[src/rtl/dso100fb_timing_gen.sv]
// Panel timing generator: horizontal/vertical porch FSMs, active-area position and
// per-window enables. All outputs come from one register stage so they stay aligned.
module dso100fb_timing_gen #(
  parameter int CW   = 12,
  parameter int NWIN = 2
) (
  input  logic                 clk_i,
  input  logic                 rst_n_i,
  input  logic                 en_i,
  input  logic [CW-1:0]        hact_i,
  input  logic [CW-1:0]        hfp_i,
  input  logic [CW-1:0]        hsp_i,
  input  logic [CW-1:0]        hbp_i,
  input  logic [CW-1:0]        vact_i,
  input  logic [CW-1:0]        vfp_i,
  input  logic [CW-1:0]        vsp_i,
  input  logic [CW-1:0]        vbp_i,
  input  logic [NWIN*CW-1:0]   win_x_i,
  input  logic [NWIN*CW-1:0]   win_w_i,
  input  logic [NWIN*CW-1:0]   win_y_i,
  input  logic [NWIN*CW-1:0]   win_h_i,
  input  logic                 hsync_pol_i,
  input  logic                 vsync_pol_i,
  input  logic                 de_pol_i,
  output logic                 vid_de_o,
  output logic                 vid_hsync_o,
  output logic                 vid_vsync_o,
  output logic                 video_fetch_o,
  output logic [NWIN-1:0]      win_en_o,
  output logic [CW-1:0]        pos_x_o,
  output logic [CW-1:0]        pos_y_o,
  output logic                 frame_o,
  output logic                 line_o,
  output logic                 cfg_err_o
);

  // phase    | meaning (shared by the horizontal and vertical FSMs)
  // ST_IDLE  | stopped, outputs inactive
  // ST_FP    | front porch
  // ST_SP    | sync pulse
  // ST_BP    | back porch
  // ST_ACT   | active pixels / lines
  typedef enum logic [2:0] {ST_IDLE, ST_FP, ST_SP, ST_BP, ST_ACT} phase_e;

  typedef struct packed {
    logic [CW-1:0]      hact, hfp, hsp, hbp;
    logic [CW-1:0]      vact, vfp, vsp, vbp;
    logic [NWIN*CW-1:0] wx, ww, wy, wh;
    logic               hpol, vpol, dpol;
  } cfg_t;

  function automatic phase_e next_phase(phase_e p, logic [CW-1:0] fp, logic [CW-1:0] sp,
                                        logic [CW-1:0] bp);
    phase_e n;
    n = ST_ACT;
    if ((p == ST_IDLE || p == ST_ACT) && fp != '0)                      n = ST_FP;
    else if ((p == ST_IDLE || p == ST_ACT || p == ST_FP) && sp != '0)   n = ST_SP;
    else if (p != ST_BP && bp != '0)                                    n = ST_BP;
    return n;
  endfunction

  function automatic logic [CW-1:0] phase_len(phase_e p, logic [CW-1:0] fp, logic [CW-1:0] sp,
                                              logic [CW-1:0] bp, logic [CW-1:0] act);
    logic [CW-1:0] l;
    case (p)
      ST_FP:   l = fp;
      ST_SP:   l = sp;
      ST_BP:   l = bp;
      ST_ACT:  l = act;
      default: l = '0;
    endcase
    return l;
  endfunction

  function automatic logic cfg_ok(cfg_t c);
    logic [CW+2:0] ht, vt;
    ht = {3'b0, c.hfp} + {3'b0, c.hsp} + {3'b0, c.hbp} + {3'b0, c.hact};
    vt = {3'b0, c.vfp} + {3'b0, c.vsp} + {3'b0, c.vbp} + {3'b0, c.vact};
    return (c.hact != '0) && (c.vact != '0) && !ht[CW+2] && !vt[CW+2];
  endfunction

  cfg_t          cfg_in, sh_q, sh_d;
  phase_e        hs_q, hs_d, vs_q, vs_d, hn, vn;
  logic [CW-1:0] hcnt_q, hcnt_d, vcnt_q, vcnt_d, x_q, x_d, y_q, y_d;
  logic          line_q, line_d, frame_q, frame_d;
  logic          blocked_q, blocked_d, err_q, err_d, load, de;
  logic [NWIN-1:0] win_d;

  logic          vid_de_q, vid_hsync_q, vid_vsync_q, fetch_q, frame_out_q, line_out_q, cfg_err_q;
  logic [NWIN-1:0] win_en_q;
  logic [CW-1:0] pos_x_q, pos_y_q;

  always_comb begin
    cfg_in = '{hact: hact_i, hfp: hfp_i, hsp: hsp_i, hbp: hbp_i,
               vact: vact_i, vfp: vfp_i, vsp: vsp_i, vbp: vbp_i,
               wx: win_x_i, ww: win_w_i, wy: win_y_i, wh: win_h_i,
               hpol: hsync_pol_i, vpol: vsync_pol_i, dpol: de_pol_i};
  end

  always_comb begin
    hs_d      = hs_q;
    vs_d      = vs_q;
    hcnt_d    = hcnt_q;
    vcnt_d    = vcnt_q;
    x_d       = x_q;
    y_d       = y_q;
    line_d    = 1'b0;
    frame_d   = 1'b0;
    blocked_d = blocked_q;
    err_d     = err_q;
    sh_d      = sh_q;
    load      = 1'b0;
    hn        = ST_IDLE;
    vn        = ST_IDLE;
    if (!en_i) begin
      hs_d      = ST_IDLE;
      vs_d      = ST_IDLE;
      hcnt_d    = '0;
      vcnt_d    = '0;
      x_d       = '0;
      y_d       = '0;
      blocked_d = 1'b0;
    end else if (hs_q == ST_IDLE) begin
      load = !blocked_q;
    end else if (hs_q == ST_ACT && hcnt_q == '0 && vs_q == ST_ACT && vcnt_q == '0) begin
      load = 1'b1;
    end else if (hs_q == ST_ACT && hcnt_q == '0) begin
      hn     = next_phase(ST_IDLE, sh_q.hfp, sh_q.hsp, sh_q.hbp);
      hs_d   = hn;
      hcnt_d = phase_len(hn, sh_q.hfp, sh_q.hsp, sh_q.hbp, sh_q.hact) - 1'b1;
      x_d    = '0;
      line_d = 1'b1;
      if (vcnt_q == '0) begin
        vn     = next_phase(vs_q, sh_q.vfp, sh_q.vsp, sh_q.vbp);
        vs_d   = vn;
        vcnt_d = phase_len(vn, sh_q.vfp, sh_q.vsp, sh_q.vbp, sh_q.vact) - 1'b1;
        y_d    = '0;
      end else begin
        vcnt_d = vcnt_q - 1'b1;
        y_d    = (vs_q == ST_ACT) ? y_q + 1'b1 : '0;
      end
    end else if (hcnt_q == '0) begin
      hn     = next_phase(hs_q, sh_q.hfp, sh_q.hsp, sh_q.hbp);
      hs_d   = hn;
      hcnt_d = phase_len(hn, sh_q.hfp, sh_q.hsp, sh_q.hbp, sh_q.hact) - 1'b1;
      x_d    = '0;
    end else begin
      hcnt_d = hcnt_q - 1'b1;
      x_d    = (hs_q == ST_ACT) ? x_q + 1'b1 : '0;
    end

    // Frame start: the new frame is laid out from the live inputs being captured now.
    if (load) begin
      sh_d  = cfg_in;
      err_d = !cfg_ok(cfg_in);
      x_d   = '0;
      y_d   = '0;
      if (cfg_ok(cfg_in)) begin
        hn      = next_phase(ST_IDLE, cfg_in.hfp, cfg_in.hsp, cfg_in.hbp);
        vn      = next_phase(ST_IDLE, cfg_in.vfp, cfg_in.vsp, cfg_in.vbp);
        hs_d    = hn;
        vs_d    = vn;
        hcnt_d  = phase_len(hn, cfg_in.hfp, cfg_in.hsp, cfg_in.hbp, cfg_in.hact) - 1'b1;
        vcnt_d  = phase_len(vn, cfg_in.vfp, cfg_in.vsp, cfg_in.vbp, cfg_in.vact) - 1'b1;
        line_d  = 1'b1;
        frame_d = 1'b1;
      end else begin
        hs_d      = ST_IDLE;
        vs_d      = ST_IDLE;
        hcnt_d    = '0;
        vcnt_d    = '0;
        blocked_d = 1'b1;
      end
    end
  end

  assign de = (hs_q == ST_ACT) && (vs_q == ST_ACT);

  // Window bounds are compared in CW+1 bits so a window running past 2^CW does not wrap.
  always_comb begin
    win_d = '0;
    for (int i = 0; i < NWIN; i++) begin
      win_d[i] = de
        && ({1'b0, x_q} >= {1'b0, sh_q.wx[i*CW +: CW]})
        && ({1'b0, x_q} <  ({1'b0, sh_q.wx[i*CW +: CW]} + {1'b0, sh_q.ww[i*CW +: CW]}))
        && ({1'b0, y_q} >= {1'b0, sh_q.wy[i*CW +: CW]})
        && ({1'b0, y_q} <  ({1'b0, sh_q.wy[i*CW +: CW]} + {1'b0, sh_q.wh[i*CW +: CW]}));
    end
  end

  always_ff @(posedge clk_i or negedge rst_n_i) begin
    if (!rst_n_i) begin
      hs_q      <= ST_IDLE;
      vs_q      <= ST_IDLE;
      hcnt_q    <= '0;
      vcnt_q    <= '0;
      x_q       <= '0;
      y_q       <= '0;
      line_q    <= 1'b0;
      frame_q   <= 1'b0;
      blocked_q <= 1'b0;
      err_q     <= 1'b0;
      sh_q      <= '0;
    end else begin
      hs_q      <= hs_d;
      vs_q      <= vs_d;
      hcnt_q    <= hcnt_d;
      vcnt_q    <= vcnt_d;
      x_q       <= x_d;
      y_q       <= y_d;
      line_q    <= line_d;
      frame_q   <= frame_d;
      blocked_q <= blocked_d;
      err_q     <= err_d;
      sh_q      <= sh_d;
    end
  end

  always_ff @(posedge clk_i or negedge rst_n_i) begin
    if (!rst_n_i) begin
      vid_de_q    <= 1'b0;
      vid_hsync_q <= 1'b0;
      vid_vsync_q <= 1'b0;
      fetch_q     <= 1'b0;
      win_en_q    <= '0;
      pos_x_q     <= '0;
      pos_y_q     <= '0;
      frame_out_q <= 1'b0;
      line_out_q  <= 1'b0;
      cfg_err_q   <= 1'b0;
    end else begin
      vid_de_q    <= de ^ sh_q.dpol;
      vid_hsync_q <= (hs_q == ST_SP) ^ sh_q.hpol;
      vid_vsync_q <= (vs_q == ST_SP) ^ sh_q.vpol;
      fetch_q     <= de;
      win_en_q    <= win_d;
      pos_x_q     <= x_q;
      pos_y_q     <= y_q;
      frame_out_q <= frame_q;
      line_out_q  <= line_q;
      cfg_err_q   <= err_q;
    end
  end

  assign vid_de_o      = vid_de_q;
  assign vid_hsync_o   = vid_hsync_q;
  assign vid_vsync_o   = vid_vsync_q;
  assign video_fetch_o = fetch_q;
  assign win_en_o      = win_en_q;
  assign pos_x_o       = pos_x_q;
  assign pos_y_o       = pos_y_q;
  assign frame_o       = frame_out_q;
  assign line_o        = line_out_q;
  assign cfg_err_o     = cfg_err_q;

endmodule

[config.mk]
export PLATFORM = sky130hd
export DESIGN_NAME = dso100fb_timing_gen
export DESIGN_NICKNAME = d
export VERILOG_FILES = /design/src/rtl/dso100fb_timing_gen.sv
export SDC_FILE = /design/constraint.sdc
export NUM_CORES = 1
export LEC_CHECK = 0
export ABC_AREA = 1
export CAP_MARGIN = 20
export CORE_ASPECT_RATIO = 1.4
export CORE_UTILIZATION = 45
export CTS_CLUSTER_DIAMETER = 100
export CTS_CLUSTER_SIZE = 24
export DETAILED_ROUTE_END_ITERATION = 8
export DONT_BUFFER_PORTS = 1
export SYNTH_ARGS = -nofsm -noshare
export SYNTH_HDL_FRONTEND = slang
export SYNTH_SLANG_ARGS = --single-unit
[constraint.sdc]
create_clock -name clk_i -period 3.65 [get_ports clk_i]
set_input_delay 0.9125 -clock clk_i [delete_from_list [all_inputs] [get_ports clk_i]]
set_output_delay 0.9125 -clock clk_i [all_outputs]
set_load 0.1 [all_outputs]
==> results of run 1 <==
[stage by stage]
| stage | worst slack, ns | std cells | hold WS (ns) | total power [W] |
|---|---|---|---|---|
| 3_3_place_gp | 0.384 | 2746 | 0.339 | 0.0140 |
| 5_1_grt | 0.178 | 2763 | 0.0409 | 0.0176 |
| 6_report | 0.346 | 2763 | 0.0848 | 0.0160 |
| 4_1_cts | 0.322 | 2763 | 0.0434 | 0.0161 |
| 3_5_place_dp | 0.365 | 2746 | 0.356 | 0.0142 |
| 2_1_floorplan | 0.860 | 2253 | 0.331 | 0.0124 |
[power groups by stage]
stage               combinational, W  clock [W]  sequential (W)
floorplan                    0.00715          0         0.00523
global placement             0.00848          0         0.00548
global route                 0.00994    0.00202         0.00563
detailed placement           0.00869          0         0.00552
CTS                          0.00874    0.00195         0.00546
finish                       0.00868    0.00185         0.00546
[logic make-up (layout without fill, tap and decap cells)]
group,count (synthesis),after routing
compound gates,362,362
flops,286,286
fa+ha+maj,150,150
simple gates,971,971
xor+xnor,49,49
buf+inv,330,300
mux,105,105
[worst min path at each step]
stage                     endpoint  cells past startpoint  startpoint
final                     sh_q[36]                      0     rst_n_i
after floorplan            frame_o                      0     frame_q
after global placement     frame_o                      0     frame_q
after CTS                 sh_q[89]                      0     rst_n_i
after global routing        y_q[9]                      0     rst_n_i
after detailed placement   frame_o                      0     frame_q
[synthesized netlist by cell type, types with 8 or more instances]
cell,count
nand2_1,361
dfrtp_1,286
nor2_1,252
inv_1,233
a21oi_1,170
nand3_1,164
ha_1,146
o21ai_0,87
mux2_2,65
nand4_1,47
mux2_1,40
xor2_1,35
nor3_1,32
inv_2,28
clkbuf_1,24
nand2_2,23
nor2_4,20
nor2_2,18
buf_2,15
buf_6,14
nand3_2,14
xnor2_1,14
a21o_1,13
o211ai_1,12
o21ai_1,12
a31oi_1,11
a21oi_2,9
buf_4,8
o21bai_1,8
[registers in the layout (all words and copies together) (netlist names), 2 cells and up]
name      flops
vs_q          3
vcnt_q       12
x_q          12
hs_q          3
pos_x_o      12
win_en_o      2
hcnt_q       12
sh_q        195
pos_y_o      12
y_q          12
[layout make-up]
| type | instances | area share (%) |
|---|---|---|
| clock inverters | 1 | 0.0447 |
| inverters | 268 | 5.16 |
| flip-flops and latches | 286 | 36.6 |
| repair buffers | 15 | 0.703 |
| multi-input cells | 1637 | 52.1 |
| clock buffers | 16 | 1.99 |
| well taps | 540 | 3.45 |
[placed cells by master, fill, tap and decap left out, types with 15 or more instances in the layout]
cell type    n
nand2_1    361
dfrtp_1    286
nor2_1     252
inv_1      233
a21oi_1    170
nand3_1    164
ha_1       146
o21ai_0     87
mux2_2      65
nand4_1     47
mux2_1      40
xor2_1      35
nor3_1      32
inv_2       28
nand2_2     23
nor2_4      20
nor2_2      18
clkbuf_16   15
[metal layers]
metal  GRT usage (%)  share of wire, %  wire, µm
met1            27.9                41     20200
met2            42.0                51     24900
met3            4.31               6.0      2970
met4            6.24               2.2      1100
met5               0             0.026        13
[critical path: stages (launching register included)]
cell	delay, ns
dfrtp_1	0.40
ha_1	0.23
fa_1	0.41
a21oi_1	0.14
o21bai_1	0.13
nand2_1	0.09
o211ai_1	0.12
nand2_1	0.09
nand2_1	0.06
a21oi_1	0.21
xor2_1	0.11
ha_1	0.30
a21o_1	0.11
a31oi_1	0.04
nor2_1	0.11
nor2_1	0.05
o31ai_1	0.49
nor2_1	0.08
==> results.yml, run 1 <==
route:
  vias_per_cell: 5.42
  ant_nets: 0
  avgRoutedWirePerCell_um: 17.8
  drc: 0
  vias: 14988
  finalWirelength_um: 49100
  first_pass_iters: 5
  drtIter0Drc: 759
layout:
  multi_input_area_um2: 10200
  syn2layout_area_growth_pct: 4.38
  fin_nets: 2571
  finish.utilization_pct: 47.5
  design_area_um2: 19600
  diodes: 0
  register_area_um2: 7160
  nFillCells: 4054
  final_layout_size_suffix_gt1_share_pct: 10.8
critical_path:
  worst-endpoint-required_ns: 4.03
  cp-startpoint: "sh_q[51]"
  endpoint: "win_en_o[0]"
  critical_path_class: "reg -> reg"
  worstSetupStartpointType: "flop"
  reg2reg_slack_ns: 0.35
  endpoint_kind: "flop"
  reg2reg_depth: 17
  rr_startpoint: "sh_q[51]"
  crit_fanout: 3
  arrival_ns: 3.69
  rr_endpoint: "win_en_o[0]"
timing:
  setup-violations-final: 0
  final_hold_viol_count: 0
  rsz0062_at_grt: "no"
  tns_ns: 0
  period_minus_slack_ns: 3.30
  clock_skew_ns: 0.0330
  min_period_over_period_pct: 90.5
  slew_headroom_pct: 34.1
  worst_pin_slew_ns: 0.990
  drv_slew: 0
  max_freq_ghz: 0.303
synth:
  synthFlopType: "dfrtp_1"
  syn_nets: 2601
  synth_mux_area_share_pct: 6.30
  synth_edf_count: 0
  syn_avg_cell_area_um2: 8.33
  synth_top_area_share_pct: 38.2
  yosysTopAreaCell: "dfrtp_1"
  synthArstFlopShare_pct: 100
  yosysWarnings: 0
  ys_types: 68
  synth-simple-area-share_pct: 24.5
  synth_compound_area_share_pct: 11.1
  ys_ff_latch: 286
  synth_area_um2: 18800
  synth_cells: 2253
  synth_top_family_by_area: "simple AND/OR/NAND/NOR gates"
  synth_fa_ha_area_share_pct: 10.2
  yosysSeqAreaShare_pct: 38.2
  synth_area_leaders: "dfrtp_1 38%, ha_1 9.7%, nand2_1 7.2%"
  synth-xor-area-share_pct: 2.29
clock_tree:
  clock_sinks: 286
  htreeDepth: 1
  cts_resized: 0
  cts-root-buf: "clkbuf_16"
  cts_buffer_depth: 3
  post_cts.repair.setup_buffers: 0
  path_clk_slew_ns: 0.10
  cts_hold_buf: 0
  numCtsBuffers: 15
  cts_tree: "built"
  clkLatencyLatePin_ns: 0.54
floorplan:
  initial_core_util_pct: 45.6
  die_w_um: 175
  io_pins: 231
  dieArea_um2: 42500
  die_h_um: 244
  design.core.area_um2: 41200
  rows: 88
hold_path:
  hold_path_class: "in -> async"
power:
  p_switching_w: 0.00728
  p_clk_share_pct: 11.6
  power_frac_seq_pct: 34.1
  p_per_area_nw_per_um2: 816
  intPower_w: 0.00870
  ir_worst_vdd_v: 0.000532
  p_leak_nw: 9.56
  swShare_pct: 45.6
  comb_power_share_pct: 54.3
placement:
  io_buffers: 0
  dp_hpwl_um: 37500
  place.gp.congestion: 0.926
  dpl_cell_area_um2: 19200
global_route:
  grtUsageTotal_pct: 23.2
  first_global_vias: 14822
  grt_pass1_wl_um: 79200
  antenna_found_initial: 1
  grt_max_degree: 287
  overflow: 0
run:
  cap_violations: 0
run_status:
  status: "completed"
No activity file was read; power rests on OpenSTA's default activity.
==> run 2, diff against run 1 <==
- CORE_ASPECT_RATIO: 1.4 -> 0.9
==> run 2 against run 1 <==
First-iteration DRC count increased by 40%. Count of clock-buffer cells in the layout grew 2. Setup slack improved by 0.17 ns. Design area grew 0.23%. Sequential power hardly changed. Combinational power up 0.6%. Final cell count about the same. Clock power increased by 11%. Highest routed layer is now met4.
==> results.yml, run 2 (same netlist as run 1, synthesis figures left out) <==
layout:
  finish.utilization_pct: 48.0
  largest_reg_flops: 195
  fin_nets: 2568
  mostFrequentLayoutCell: "nand2_1"
  syn2layout_area_growth_pct: 4.62
  nFillCells: 3993
  largest-register: "sh_q"
  final_cell_mix: "361 x nand2_1, 286 x dfrtp_1, 252 x nor2_1"
  diodes: 0
  final_layout_size_suffix_gt1_share_pct: 10.8
critical_path:
  worst-endpoint-required_ns: 4.11
  rr_startpoint: "sh_q[51]"
  worstSetupStartpointType: "flop"
  endpoint_kind: "flop"
  arrival_ns: 3.60
  reg2reg_slack_ns: 0.51
  rr_endpoint: "win_en_o[0]"
  critical_path_class: "reg -> reg"
  crit_fanout: 3
  reg2reg_depth: 18
global_route:
  grt_max_degree: 287
  antenna_found_initial: 2
  grtUsageTotal_pct: 24.0
  first_global_vias: 15162
  grt_pass1_wl_um: 81600
  overflow: 0
clock_tree:
  cts_hold_buf: 0
  cts_tree: "built"
  post_cts.repair.setup_buffers: 0
  clkLatencyLatePin_ns: 0.53
  path_clk_slew_ns: 0.10
  clock_sinks: 286
  cts_buffer_depth: 3
  cts-root-buf: "clkbuf_16"
  htreeDepth: 1
  numCtsBuffers: 16
  cts_resized: 0
timing:
  slew_headroom_pct: 30.3
  drv_slew: 0
  max_freq_ghz: 0.319
  clock_skew_ns: 0.0343
  period_minus_slack_ns: 3.14
  worst_pin_slew_ns: 1.05
  rsz0062_at_grt: "no"
  final_hold_viol_count: 0
  min_period_over_period_pct: 85.9
  tns_ns: 0
  setup-violations-final: 0
route:
  drtIter0Drc: 1063
  vias_per_cell: 5.51
  ant_nets: 0
  avgRoutedWirePerCell_um: 18.3
  vias: 15221
  drc: 0
  finalWirelength_um: 50500
  first_pass_iters: 6
run:
  cap_violations: 0
floorplan:
  dieArea_um2: 42500
  io_pins: 231
  initial_core_util_pct: 45.9
  die_w_um: 217
  rows: 70
  die_h_um: 196
  design.core.area_um2: 40900
placement:
  io_buffers: 0
  place.gp.congestion: 0.951
  dp_hpwl_um: 38600
power:
  p_leak_nw: 9.58
  ir_worst_vdd_v: 0.000521
  p_per_area_nw_per_um2: 830
hold_path:
  hold_path_class: "in -> async"
run_status:
  status: "completed"
==> run 2: cell type report <==
class,count,area (µm²),share of cell area (%)
clock buffers,18,429,2.19
clock inverters,4,56.3,0.287
inverters,268,1010,5.15
multi-input cells,1637,10200,52.0
flip-flops and latches,286,7160,36.5
well taps,540,676,3.44
repair buffers,11,95.1,0.485
==> run 2: worst max-delay path by stage <==
| stage | start | end | slack (ns) |
|---|---|---|---|
| floorplan | sh_q[87] | win_en_o[1] | 0.86 |
| global placement | hsp_i[4] | hcnt_q[4] | 0.63 |
| detailed placement | sh_q[87] | win_en_o[1] | 0.55 |
| CTS | sh_q[75] | win_en_o[0] | 0.53 |
| global route | sh_q[39] | win_en_o[1] | 0.26 |
| finish | sh_q[51] | win_en_o[0] | 0.51 |
==> run 2: critical path, cell delays in order, from the launching register on <==
cell and delay (ns):
dfrtp_1 0.40, ha_1 0.24, fa_1 0.41, a21oi_1 0.19
o21bai_1 0.14, a21oi_1 0.15, nor2_1 0.06, nor2_1 0.11
xor2_1 0.19, ha_1 0.27, a21oi_1 0.13, nor2_1 0.06
a211oi_1 0.16, nand2_1 0.08, a31oi_1 0.16, nor2_1 0.06
nor2_1 0.09, o31ai_1 0.08, nor2_1 0.09
==> run 2: metal layers <==
metal | routed length (µm) | vias to the layer above | GRT usage [%] | share of wire, %
li1 | - | 7442 | - | -
met4 | 1180 | 0 | 5.76 | 2.3
met2 | 22900 | 445 | 38.8 | 45
met3 | 3270 | 66 | 4.31 | 6.5
met5 | 0 | - | 0 | 0
met1 | 23100 | 7268 | 33.3 | 46
==> run 2: report_power, final <==
part           switching [W]  internal, W  total, W  leakage, nW
Combinational        0.00522      0.00351   0.00873         5.84
Clock                0.00112     0.000930   0.00205        0.240
Sequential           0.00110      0.00440   0.00549         3.49
==> run 2: per-stage QoR <==
stage	hold slack, ns	setup slack, ns	power (W)	instance area [µm²]	cells
after floorplan	0.331	0.860	0.0124	18800	2253
after global placement	0.341	0.629	0.0139	19100	2742
after detailed placement	0.335	0.549	0.0142	19100	2742
after CTS	0.0321	0.528	0.0164	19600	2764
after global routing	0.0352	0.261	0.0179	19600	2764
final	0.0700	0.513	0.0163	19600	2764
